### src/rtl/packet_parser_pkg.sv
// Shared command codes, stream control codes and parser state encodings for packet_parser.
package packet_parser_pkg;

    localparam logic [7:0] CMD_PUT     = 8'h01;
    localparam logic [7:0] CMD_FLUSH   = 8'h02;
    localparam logic [7:0] CMD_TCHECK  = 8'h03;
    localparam logic [7:0] CTRL_MODHDR = 8'hFF;
    localparam logic [7:0] CTRL_BODY   = 8'h00;

    typedef enum logic [2:0] {
        S_IDLE    = 3'd0,
        S_HDR     = 3'd1,
        S_PUT_PL  = 3'd2,
        S_CTRL_PL = 3'd3,
        S_DROP    = 3'd4
    } state_t;

    function automatic logic cmd_known(input logic [7:0] cmd);
        return (cmd == CMD_PUT) || (cmd == CMD_FLUSH) || (cmd == CMD_TCHECK);
    endfunction

endpackage

### src/rtl/packet_parser_bswap.sv
// pkt_bswap32: combinational byte reversal of a 32-bit word (little <-> big endian).
module pkt_bswap32 (
    input  logic [31:0] in_word,
    output logic [31:0] out_word
);
    assign out_word = {in_word[7:0], in_word[15:8], in_word[23:16], in_word[31:24]};
endmodule

### src/rtl/packet_parser.sv
// Receive-side stream parser: classifies packets by command byte, writes PUT payload to the RX
// update FIFO, pulses FLUSH/TCHECK events. Optional counters enabled by defining RX_STATS_EN.
module packet_parser
    import packet_parser_pkg::*;
#(
    parameter int DATA_WIDTH           = 64,
    parameter int CTRL_WIDTH           = 8,
    parameter int PUT_HDR_WORDS        = 6,
    parameter int CTRL_HDR_WORDS       = 7,
    parameter int CMD_WORD_IDX         = 5,
    parameter int CMD_LSB              = 0,
    parameter int MAX_WORDS_PER_PACKET = 150
) (
    input  logic                  clk,
    input  logic                  reset,
    input  logic [DATA_WIDTH-1:0] in_data,
    input  logic [CTRL_WIDTH-1:0] in_ctrl,
    input  logic                  in_wr,
    output logic                  in_rdy,
    output logic [DATA_WIDTH-1:0] rx_update_data,
    output logic                  rx_update_wrreq,
    input  logic                  rx_update_full,
    output logic                  flush_start,
    output logic [31:0]           tcheck_value,
    output logic                  tcheck_valid,
    output logic                  parse_error,
    output logic [31:0]           pkt_count,
    output logic [31:0]           drop_count
);
    localparam int HCW = 4;
    localparam int WCW = $clog2(MAX_WORDS_PER_PACKET + 1);
    localparam logic [HCW-1:0] CMD_IDX_C   = HCW'(CMD_WORD_IDX);
    localparam logic [HCW-1:0] PUT_LAST_C  = HCW'(PUT_HDR_WORDS - 1);
    localparam logic [HCW-1:0] CTRL_LAST_C = HCW'(CTRL_HDR_WORDS - 1);
    localparam logic [WCW-1:0] WR_MAX_C    = WCW'(MAX_WORDS_PER_PACKET);

    state_t                  state_q, state_d;
    logic [HCW-1:0]          hdr_cnt_q, hdr_cnt_d;
    logic [7:0]              cmd_q, cmd_d;
    logic [WCW-1:0]          wr_cnt_q, wr_cnt_d;
    logic                    pkt_err_q, pkt_err_d;
    logic [DATA_WIDTH-1:0]   rx_data_q, rx_data_d;
    logic                    wrreq_q, wrreq_d;
    logic                    flush_q, flush_d;
    logic [31:0]             tval_q, tval_d;
    logic                    tvld_q, tvld_d;
    logic                    perr_q, perr_d;

    logic        beat, is_modhdr, is_last;
    logic [7:0]  cmd_in, cmd_eff;
    logic [HCW-1:0] hdr_last_idx;
    logic [31:0] key_be, val_be;

    pkt_bswap32 u_bswap_key (.in_word(in_data[63:32]), .out_word(key_be));
    pkt_bswap32 u_bswap_val (.in_word(in_data[31:0]),  .out_word(val_be));

    assign in_rdy    = ~rx_update_full;
    assign beat      = in_wr & in_rdy;
    assign is_modhdr = (in_ctrl == CTRL_MODHDR);
    assign is_last   = (in_ctrl != CTRL_BODY) && !is_modhdr;
    assign cmd_in    = in_data[CMD_LSB +: 8];
    // Header length depends on the command, which may arrive on this very beat.
    assign cmd_eff      = (hdr_cnt_q == CMD_IDX_C) ? cmd_in : cmd_q;
    assign hdr_last_idx = (cmd_eff == CMD_PUT) ? PUT_LAST_C : CTRL_LAST_C;

    always_comb begin
        state_d   = state_q;
        hdr_cnt_d = hdr_cnt_q;
        cmd_d     = cmd_q;
        wr_cnt_d  = wr_cnt_q;
        pkt_err_d = pkt_err_q;
        rx_data_d = rx_data_q;
        wrreq_d   = 1'b0;
        flush_d   = 1'b0;
        tval_d    = tval_q;
        tvld_d    = 1'b0;
        perr_d    = 1'b0;
        if (beat) begin
            if (is_modhdr) begin
                state_d   = S_HDR;
                hdr_cnt_d = '0;
                wr_cnt_d  = '0;
                pkt_err_d = 1'b0;
                perr_d    = (state_q != S_IDLE);
            end else begin
                case (state_q)
                    S_IDLE: if (!is_last) state_d = S_DROP;
                    S_HDR: begin
                        if (hdr_cnt_q == CMD_IDX_C) cmd_d = cmd_in;
                        if (is_last) begin
                            state_d = S_IDLE;
                            perr_d  = 1'b1;
                        end else if (hdr_cnt_q == CMD_IDX_C && !cmd_known(cmd_in)) begin
                            state_d = S_DROP;
                            perr_d  = 1'b1;
                        end else if (hdr_cnt_q == hdr_last_idx) begin
                            state_d = (cmd_eff == CMD_PUT) ? S_PUT_PL : S_CTRL_PL;
                        end else begin
                            hdr_cnt_d = hdr_cnt_q + 1'b1;
                        end
                    end
                    S_PUT_PL: begin
                        if (wr_cnt_q < WR_MAX_C) begin
                            rx_data_d = {key_be, val_be};
                            wrreq_d   = 1'b1;
                            wr_cnt_d  = wr_cnt_q + 1'b1;
                        end else if (!pkt_err_q) begin
                            perr_d    = 1'b1;
                            pkt_err_d = 1'b1;
                        end
                        if (is_last) state_d = S_IDLE;
                    end
                    S_CTRL_PL: begin
                        if (cmd_q == CMD_FLUSH) begin
                            flush_d = 1'b1;
                        end else begin
                            tval_d = in_data[31:0];
                            tvld_d = 1'b1;
                        end
                        state_d = is_last ? S_IDLE : S_DROP;
                    end
                    S_DROP: if (is_last) state_d = S_IDLE;
                    default: state_d = S_IDLE;
                endcase
            end
        end
    end

    always_ff @(posedge clk or negedge reset) begin
        if (!reset) begin
            state_q   <= S_IDLE;
            hdr_cnt_q <= '0;
            cmd_q     <= '0;
            wr_cnt_q  <= '0;
            pkt_err_q <= 1'b0;
            rx_data_q <= '0;
            wrreq_q   <= 1'b0;
            flush_q   <= 1'b0;
            tval_q    <= '0;
            tvld_q    <= 1'b0;
            perr_q    <= 1'b0;
        end else begin
            state_q   <= state_d;
            hdr_cnt_q <= hdr_cnt_d;
            cmd_q     <= cmd_d;
            wr_cnt_q  <= wr_cnt_d;
            pkt_err_q <= pkt_err_d;
            rx_data_q <= rx_data_d;
            wrreq_q   <= wrreq_d;
            flush_q   <= flush_d;
            tval_q    <= tval_d;
            tvld_q    <= tvld_d;
            perr_q    <= perr_d;
        end
    end

    assign rx_update_data  = rx_data_q;
    assign rx_update_wrreq = wrreq_q;
    assign flush_start     = flush_q;
    assign tcheck_value    = tval_q;
    assign tcheck_valid    = tvld_q;
    assign parse_error     = perr_q;

`ifdef RX_STATS_EN
    logic        pkt_good;
    logic [31:0] pkt_count_q, pkt_count_d, drop_count_q, drop_count_d;

    // A good packet is one whose last word lands in a payload state with no error raised.
    assign pkt_good = beat && is_last &&
                      ((state_q == S_PUT_PL && !pkt_err_d) || state_q == S_CTRL_PL);

    always_comb begin
        pkt_count_d  = pkt_count_q + 32'(pkt_good);
        drop_count_d = drop_count_q + 32'(perr_d);
    end

    always_ff @(posedge clk or negedge reset) begin
        if (!reset) begin
            pkt_count_q  <= '0;
            drop_count_q <= '0;
        end else begin
            pkt_count_q  <= pkt_count_d;
            drop_count_q <= drop_count_d;
        end
    end

    assign pkt_count  = pkt_count_q;
    assign drop_count = drop_count_q;
`else
    assign pkt_count  = '0;
    assign drop_count = '0;
`endif

endmodule

### config.mk
export PLATFORM = sky130hd
export DESIGN_NAME = packet_parser
export DESIGN_NICKNAME = d
export VERILOG_FILES = /design/src/rtl/packet_parser_pkg.sv /design/src/rtl/packet_parser_bswap.sv /design/src/rtl/packet_parser.sv
export SDC_FILE = /design/constraint.sdc
export NUM_CORES = 1
export LEC_CHECK = 0
export BUFFER_PORTS_ARGS = -buffer_cell sky130_fd_sc_hd__clkbuf_2
export CAP_MARGIN = 20
export CORE_MARGIN = 8
export CORE_UTILIZATION = 52
export DETAILED_ROUTE_END_ITERATION = 10
export PLACE_DENSITY_LB_ADDON = 0.2
export SYNTH_ARGS = -nofsm -noshare
export SYNTH_HDL_FRONTEND = slang
export SYNTH_SLANG_ARGS = --single-unit
### constraint.sdc
create_clock -name clk -period 4.02 [get_ports clk]
set_clock_uncertainty 0.05 [all_clocks]
set_input_delay 0.603 -clock clk [delete_from_list [all_inputs] [get_ports clk]]
set_output_delay 0.603 -clock clk [all_outputs]
set_load 0.01 [all_outputs]
* Word level (Yosys, flattened, before mapping)
Index checks and enable logic that the tools add are counted.
** Word-level totals
- Output and inout port bits :: 165
- Input bits :: 76
- Logic and storage cells :: 98
- Register bits :: 124
** Cells by class
- Reductions and logical operators :: 20
- Bitwise operators :: 4
- Mux-type cells :: 41
- Order comparisons :: 1
- Add/sub/neg operators :: 2
- Eq/ne operators :: 19
** Operators with widths (number)
- 8-bit two-way mux :: 4
- 8-bit by 2-bit == test with 1-bit output, second input constant :: 3
- 1-bit two-way mux :: 22
- 3-bit two-way mux :: 7
- 4-bit two-way mux :: 5
- 8-bit by 1-bit == test with 1-bit output, second input constant :: 2
- 3-bit one-hot mux with 4 select lines :: 1
- 4-bit AND reduction :: 3
- 3-bit AND reduction :: 3
- 8-bit by 1-bit adder with 8-bit output, second input constant :: 1
- 8-bit == test, second input constant :: 1
- 8-bit less-than comparator, second input constant :: 1
- 2-bit != test, second input constant :: 4
- 8-bit nonzero test :: 1
- 3-bit by 2-bit == test with 1-bit output, second input constant :: 2
- 2-bit nonzero test :: 3
- 5-bit != test, second input constant :: 1
- 5-bit AND reduction :: 1
- 4-bit by 1-bit adder with 4-bit output, second input constant :: 1
- 4-bit by 3-bit == test with 1-bit output :: 1
- 4-bit by 3-bit == test with 1-bit output, second input constant :: 1
- 3-bit by 1-bit == test with 1-bit output, second input constant :: 1
- 3-bit == test, second input constant :: 1
- 3-bit zero test :: 1
- 11 further kinds :: 16

* Depth between registers and ports, before layout
Gate-level depths: netlist of run 1.
- Depth after elaboration :: 10
- Depth in mapped cells :: 8
- Gate-level depth less buffers :: 7

* Cells and area by module
Synthesis of run 1 repeated with hierarchy kept, for this count alone.
** Unflattened totals
- Cell total of the unflattened synthesis :: 497
- Area total of the unflattened synthesis :: 6281.0 µm²
** Modules (own cells, without submodules)
- packet_parser :: times used 1, area each 5800.6 µm², cells an instance 433
- pkt_bswap32 :: times used 2, area each 240.2 µm², cells an instance 32

* Worst setup path before layout of run 1
OpenSTA, ideal clock, no wires.
- Path kind :: in2reg
- From :: input in_ctrl[5]
- To :: register hdr_cnt_q[2]
- Path slack :: 1.709 ns
- Cell stages on the path :: 5
- Arrival :: 2.132 ns
- Path buffers :: 0
- Data required time :: 3.841 ns
- Cells stage by stage :: or4_4 or2_4 a2111oi_4 nor4b_2 nor3_1
** On the way
- Word-level cells in the longest chain between the ends :: 5
- Elaborated cells on any way between the ends :: 10
- Those cells by class :: eq/ne (4); mux (1); reduce/logical (5)
** RTL lines
- start, declared :: RTL line packet_parser.sv:17 : input logic [CTRL_WIDTH-1:0] in_ctrl,
- 8-bit == test :: RTL line packet_parser.sv:59 : assign is_modhdr = (in_ctrl == CTRL_MODHDR);
- 1-bit zero test :: RTL line packet_parser.sv:60 : assign is_last = (in_ctrl != CTRL_BODY) && !is_modhdr;
- 1-bit logical AND :: RTL line packet_parser.sv:60
- 2-bit != test (no source line)
- 5-bit AND reduction (no source line)
- end signal, assigned :: RTL line packet_parser.sv:144 : hdr_cnt_q <= hdr_cnt_d;
- end, declared :: RTL line packet_parser.sv:38 : logic [HCW-1:0] hdr_cnt_q, hdr_cnt_d;
Parallel ways exist; a longest one is shown, timed or not.
A chain may end at the register's enable or synchronous reset.

* Final worst setup path of run 1
- From :: register wr_cnt_q[1]
- To :: register rx_data_q[47], in the netlist rx_update_data[47]
** On the way
- Word-level cells in the longest chain between the ends :: 2
** RTL lines
- start, declared :: RTL line packet_parser.sv:40 : logic [WCW-1:0] wr_cnt_q, wr_cnt_d;
- start signal, assigned :: RTL line packet_parser.sv:146 : wr_cnt_q <= wr_cnt_d;
- 8-bit less-than comparator :: RTL line packet_parser.sv:103 : if (wr_cnt_q < WR_MAX_C) begin
- 4-bit AND reduction (no source line)
- end signal, assigned :: RTL line packet_parser.sv:148 : rx_data_q <= rx_data_d;
- end, declared :: RTL line packet_parser.sv:42 : logic [DATA_WIDTH-1:0] rx_data_q, rx_data_d;
No other way between the ends.

==> summary.md, run 1 <==
| Metric | Value |
|---|---|
| Outcome | completed |
| Ant. Diodes | 0 |
| Setup TNS | 0 ps |
| Global-route wire length before repair | 20780 um |
| Synth top area cells | dfrtp_1 55%, mux2_2 21%, buf_4 9.1% |
| Setup CP Type | flop to flop |
| Max-Cap Viols | 0 |
| DR vias | about 3800 |
| Top sig layer | met4 |
| I/O Buffers | between 150 and 200 |
| Synth Flop Type | dfrtp_1 |
| Die ar. | 14370 sq um |
| Post-synth EDFFs | 0 |
| Max frequency | 414.8 MHz |
| Pwr dens | 530.6 nW/um^2 |
| Share of post-route cells with drive strength above 1 | 53.62% |
| Arrival time at the worst endpoint | between 2000 and 3000 ps |
| Crit path launch type | flop |
| Final Worst Setup Slack | around 1600 ps |
| Clock net sink count | 124 |
| Worst-margin pin slew | 805.2 ps |
| Hpwl dp | 9779 um |
| Worst-Skew Late Latency | 510 ps |
| Clock slew at reported path FFs | around 60 ps |
| Final min period | around 2400 ps |
| Mapped cell area | ~5600 sq um |
| Area leader, netlist | dfrtp_1 |
| Critical Path RT | 4370 ps |
| Die H | 119.9 um |
| Fin nets | 687 |
| Clock Tree Root | clkbuf_8 |
| Area delta synth->final | 26.27% |
| Htree depth | 4 |
| Pleak | between 3 and 4 nW |
| Fin. max-slew vios | 0 |
| All-Layer GR Usage | 18.27% |
| Die X | 119.9 um |
| DRT Wirelength | 13000 um |
| Rows | 38 |
| Worst R2R End | rx_update_data[47] |
| CTS Buffer Depth | 2 |
| Post-DR wirelength/cell | between 15 and 20 um |
| Metal3 WL | between 1000 and 1500 um |
| # setup viols final | 0 |
| DR pass1 iterations | 4 |
| Reg2Reg Depth | 5 |
| Largest net degree at the start of global routing | 73 |
| Period Utilization, post-route | 59.98% |
| Netlist cell types | 49 |
| CTS tree | built |
| Unrepaired setup endpoints after global routing | no |
| Yosys reg bits | 124 |
| Min Hold Slack | 67.79 ps |
| Fraction of registers with async set/reset | 100.0% |
| DRC | 0 |
| Flop-to-flop setup slack | 1610 ps |
| Starting DRT DRC Count | 167 |
| Routed wl met2 | between 6000 and 7000 um |
| Synth top cells by count | 124 x dfrtp_1, 106 x mux2_2, 68 x buf_4 |
| Worst hold path class | input pin to asynchronous set/reset pin |
| Core area | 10700 sq um |
| Number of fill cells | 830 |
| CTS buffer count | 17 |
| Yosys warnings | 0 |
| Setup Buffers After CTS | 0 |
| Sequential area share after synthesis | 55.30% |
| Effective utilization at floorplan | 52.46% |
| Max-slew headroom | 45.75% |
| Synth top area share | 55.30% |
| Syn Area/Cell | 13.23 sq um |
| Vias per std cell | 5.049 |
| Worst IR Drop VDD | 0.0003398 V |
| Routed Antenna Nets | 0 |
| Metal-1 WL | ~4700 um |
| Pre-CTS setup slack | approximately 1200 ps |
| Final Hold Vio Count | 0 |
| Top-count cell post-synth | dfrtp_1 |
| GRT overflow | 0 |
| # IOs | 241 |
| RePlAce Congestion | 0.8689 |
| Antenna violations before repair | 0 |
| FF-to-FF Start | wr_cnt_q[1] |
| Vias in the first global route | 4093 |
| Crit-path max FO | 56 |
| Mapped Cells | 424 |
| Crit end category | flop |
| CTS Hold Bufs | 0 |
| Post_cts resized | 0 |
## placed cells by master, fill, tap and decap left out, types with 3 or more instances in the layout
cell type,Yosys,routed
a211o_1,3,3
nand3_1,6,6
clkinv_2,0,3
clkbuf_2,1,175
and3_1,8,8
mux2_2,106,106
nand4_1,4,4
o21ai_0,5,5
nor4_1,3,3
nor2_1,14,14
conb_1,1,64
dfrtp_1,124,124
nand2b_1,4,4
nand2_1,12,12
bufinv_16,0,6
ha_1,3,3
clkbuf_16,0,16
buf_4,68,5
clkbuf_8,0,4
a21oi_1,5,5
inv_1,3,3
nor3_1,3,3
a211oi_1,4,3
or2_2,4,4
## layer usage
metal / up-vias / GRT usage (%)
met5: - / 0
met3: 26 / 8.549
met4: 0 / 9.055
li1: 1749 / -
met1: 1884 / 19.40
met2: 183 / 30.14
## layout make-up
type | instances | area [sq um] | share of cell area, %
Clock buffer | 21 | 459.2 | 6.481
Clock inverter | 11 | 212.7 | 3.002
Inverter | 3 | 11.26 | 0.1589
Multi-Input combinational cell | 281 | 2191 | 30.92
Sequential cell | 124 | 3103 | 43.79
Tap cell | 140 | 175.2 | 2.472
Timing Repair Buffer | 181 | 933.4 | 13.17
## power by group
part / total, mW / internal, mW / switching, mW
clock: 1.71 / 1.18 / 0.528
sequential: 1.51 / 1.41 / 0.0957
combinational: 0.541 / 0.260 / 0.281
## cells by family after synthesis
group	synth area share (%)
multiplexers	21.45
buffers and inverters	10.21
other	0.06683
flip-flops	55.30
AO/OA/AOI/OAI	4.950
AND/OR/NAND/NOR	7.358
adder cells (fa/ha/maj)	0.6690
## per-stage QoR
stage               power, mW  utilization (%)  instance area [sq um]  instances
global placement        2.059            59.95                   6414        729
CTS                     3.807            66.23                   7086        761
finish                  3.759            66.23                   7086        761
global route            3.922            66.23                   7086        761
floorplan               1.838                -                   5848        487
detailed placement      2.079            59.95                   6414        729
## sequential cells by signal, indices dropped and copies added, names as in the netlist
name	flops
wr_cnt_q	8
pkt_err_q	1
parse_error	1
tcheck_value	32
flush_start	1
tcheck_valid	1
cmd_q	8
rx_update_wrreq	1
hdr_cnt_q	4
rx_update_data	64
state_q	3
## worst max-delay path, stage by stage, from the launching register on
cell and delay (ps):
dfrtp_1 410, a21o_1 190, a211o_1 350, a211oi_4 270
buf_4 570, mux2_2 410
## worst max path at each step
stage,cells past startpoint,slack [ps],startpoint,endpoint
after floorplan,5,1710,in_ctrl[5],hdr_cnt_q[2]
after global placement,7,1300,in_wr,rx_update_data[42]
after detailed placement,7,1230,in_wr,rx_update_data[58]
after CTS,5,1600,wr_cnt_q[1],rx_update_data[47]
after global routing,5,1530,wr_cnt_q[1],rx_update_data[60]
final,5,1610,wr_cnt_q[1],rx_update_data[47]
(Power assumes the default switching activity.)
==> run 2, diff against run 1 <==
Settings changed: ABC_AREA set to 1, CORE_UTILIZATION 52 to 44.
Clock period 4.02 ns to 2.2 ns, I/O delays scaled along.
==> summary.md, run 2 <==
| Metric | Value |
|---|---|
| Largest register FFs | 64 |
| Top-count cell post-synth | nand2_1 |
| Pwr Total | 5.921 mW |
| Final Worst Setup Slack | 136.1 ps |
| # setup viols final | 0 |
| Synth Flop Type | dfrtp_1 |
| Hpwl dp | 11210 um |
| Setup TNS | 0 ps |
| Mapped cell area | 5734 sq um |
| Clock Tree Root | clkbuf_16 |
| Clock slew at reported path FFs | about 60 ps |
| Post-DR wirelength/cell | 14.70 um |
| DRT Wirelength | 15200 um |
| CP max stage delay | 410 ps |
| Post-synth EDFFs | 0 |
| Ant. Diodes | 0 |
| CTS buffer count | 17 |
| Crit end category | flop |
| Area delta synth->final | 27.71% |
| Share of post-route cells with drive strength above 1 | 27.61% |
| Min Hold Slack | 67.22 ps |
| RePlAce Congestion | 0.9314 |
| Setup Buffers After CTS | 0 |
| Crit-path max FO | 7 |
| Outcome | completed |
| Fraction of registers with async set/reset | between 90% and 100% |
| Pleak | 4.199 nW |
| Slowest cell on crit path | dfrtp_1 |
| Max-Cap Viols | 0 |
| Core area | 12670 sq um |
| Vias in the first global route | around 5000 |
| I/O Buffers | 176 |
| Setup CP Type | flop to flop |
| Crit path launch type | flop |
| Max frequency | 484.5 MHz |
| Critical Path RT | 2440 ps |
| Worst path most repeated cell | nand2_1 |
| Synth top area share | 54.11% |
| DRC | 0 |
| Final Hold Vio Count | 0 |
| Unrepaired setup endpoints after global routing | no |
| DR vias | 4837 |
| Die X | 130.2 um |
| Worst hold path class | input pin to flop |
| All-Layer GR Usage | 17.64% |
| Effective utilization at floorplan | 45.26% |
| Netlist cell types | 32 |
| Worst IR Drop VDD | 0.0004388 V |
| Most frequent cells in the layout | 220 x nand2_1, 175 x clkbuf_2, 124 x dfrtp_1, 65 x o21ai_0, 64 x conb_1 |
| Fin nets | 928 |
| Htree depth | 4 |
| # IOs | 241 |
| Synth top area cells | dfrtp_1 54%, nand2_1 14%, buf_4 9.0% |
| Yosys reg bits | 124 |
| Period Utilization, post-route | 93.81% |
| Worst-Skew Late Latency | 410 ps |
| Starting DRT DRC Count | 460 |
| Yosys warnings | 0 |
| Antenna violations before repair | 0 |
| Synth top cells by count | 220 x nand2_1, 124 x dfrtp_1, 69 x buf_4 |
| CTS Buffer Depth | 2 |
| Die H | 130.2 um |
| Fin. max-slew vios | 0 |
| Vias per std cell | 4.678 |
| Global-route wire length before repair | 23580 um |
| Layout Cells excl Fill | 1034 |
| Routed Antenna Nets | 0 |
| Final min period | between 2000 and 2500 ps |
| Syn Area/Cell | 8.584 sq um |
| Sequential area share after synthesis | 54.11% |
| Most common cell after layout, fill and taps aside | nand2_1 |
| Crit path cell chain | inv_1 > ha_2 > buf_4 > nand4_1 > nand2_1 > nand2_1 > nor2_2 > nand2_1 > nand2_1 > nand3_2 > nand3_2 > nand2_2 > nand2_1 > nand2_1 |
| Pre-CTS setup slack | 190.9 ps |
| DR pass1 iterations | 5 |
| Largest net degree at the start of global routing | 75 |
| Clock net sink count | 124 |
| Die ar. | between 15000 and 20000 sq um |
| Pwr dens | just over 800 nW/um^2 |
| Rows | 41 |
| CTS tree | built |
| Arrival time at the worst endpoint | 2300 ps |
| Mapped Cells | 668 |
| # placed instances | 1001 |
| Area leader, netlist | dfrtp_1 |
| GRT overflow | 0 |
[run 2: cell count changes after synthesis, moves of 7 or more]
cell and change:
and3_1 -8, inv_1 +59, mux2_2 -106, nand2_1 +208, nand3_1 +11, nand4_1 +7
o21ai_0 +60, o21ai_1 +15
[run 2: final cells by class]
type,instances,area (sq um)
Fill cell,1156,5348
Timing Repair Buffer,187,1031
Inverter,66,250.2
Tap cell,172,215.2
Clock inverter,12,231.5
Clock buffer,20,466.7
Multi-Input combinational cell,453,2026
Sequential cell,124,3103
[run 2: final timing paths]
check / from / endpoint / slack (ps) / cells after the start
worst max register to register: hdr_cnt_q[1] / hdr_cnt_q[1] / 140 / 14
worst min-delay path: in_data[61] / rx_update_data[37] / 70 / 3
min in group asynchronous: reset / rx_update_data[58] / 380 / 2
max in group asynchronous: reset / tcheck_value[31] / 1080 / 3
worst min register to register: rx_update_data[49] / rx_update_data[49] / 430 / 2
worst max-delay path: hdr_cnt_q[1] / hdr_cnt_q[1] / 140 / 14
[run 2: critical path, delay by kind of cell, from the launching register on]
kind,cells,cell delay (ps)
simple gates,11,990
flops,1,410
buf+inv,2,260
fa+ha+maj,1,210
[run 2: power by group]
group          internal, mW  switching (mW)
logic                 0.111           0.227
registers              2.30          0.0171
clock network          2.23            1.04
[run 2: what timing repair did]
action                                  in CTS  in global routing
hold buffers                                 1                  0
endpoints found under the setup margin       0                  1
endpoints found under the hold margin       31                  0
resized for setup                            0                  1
[run 2: kinds of logic after synthesis]
logic type | count (synthesis) | share of synthesized area, %
AO/OA/AOI/OAI | 94 | 8.531
XOR/XNOR | 6 | 0.9164
adder cells (fa/ha/maj) | 3 | 0.6547
buffers and inverters | 154 | 15.03
flip-flops | 124 | 54.11
other | 1 | 0.06540
AND/OR/NAND/NOR | 286 | 20.69
[run 2: metal layers]
layer	wire length (um)	global-route usage, %
met1	6291	21.77
met2	7516	29.28
met3	1194	3.835
met4	193	7.445
met5	0	0
[run 2: through the flow]
stage,cell area (sq um),utilization (%)
6_report,7323,57.80
5_1_grt,7323,57.80
4_1_cts,7321,57.78
3_5_place_dp,6613,52.19
3_3_place_gp,6613,52.19
2_1_floorplan,5971,-
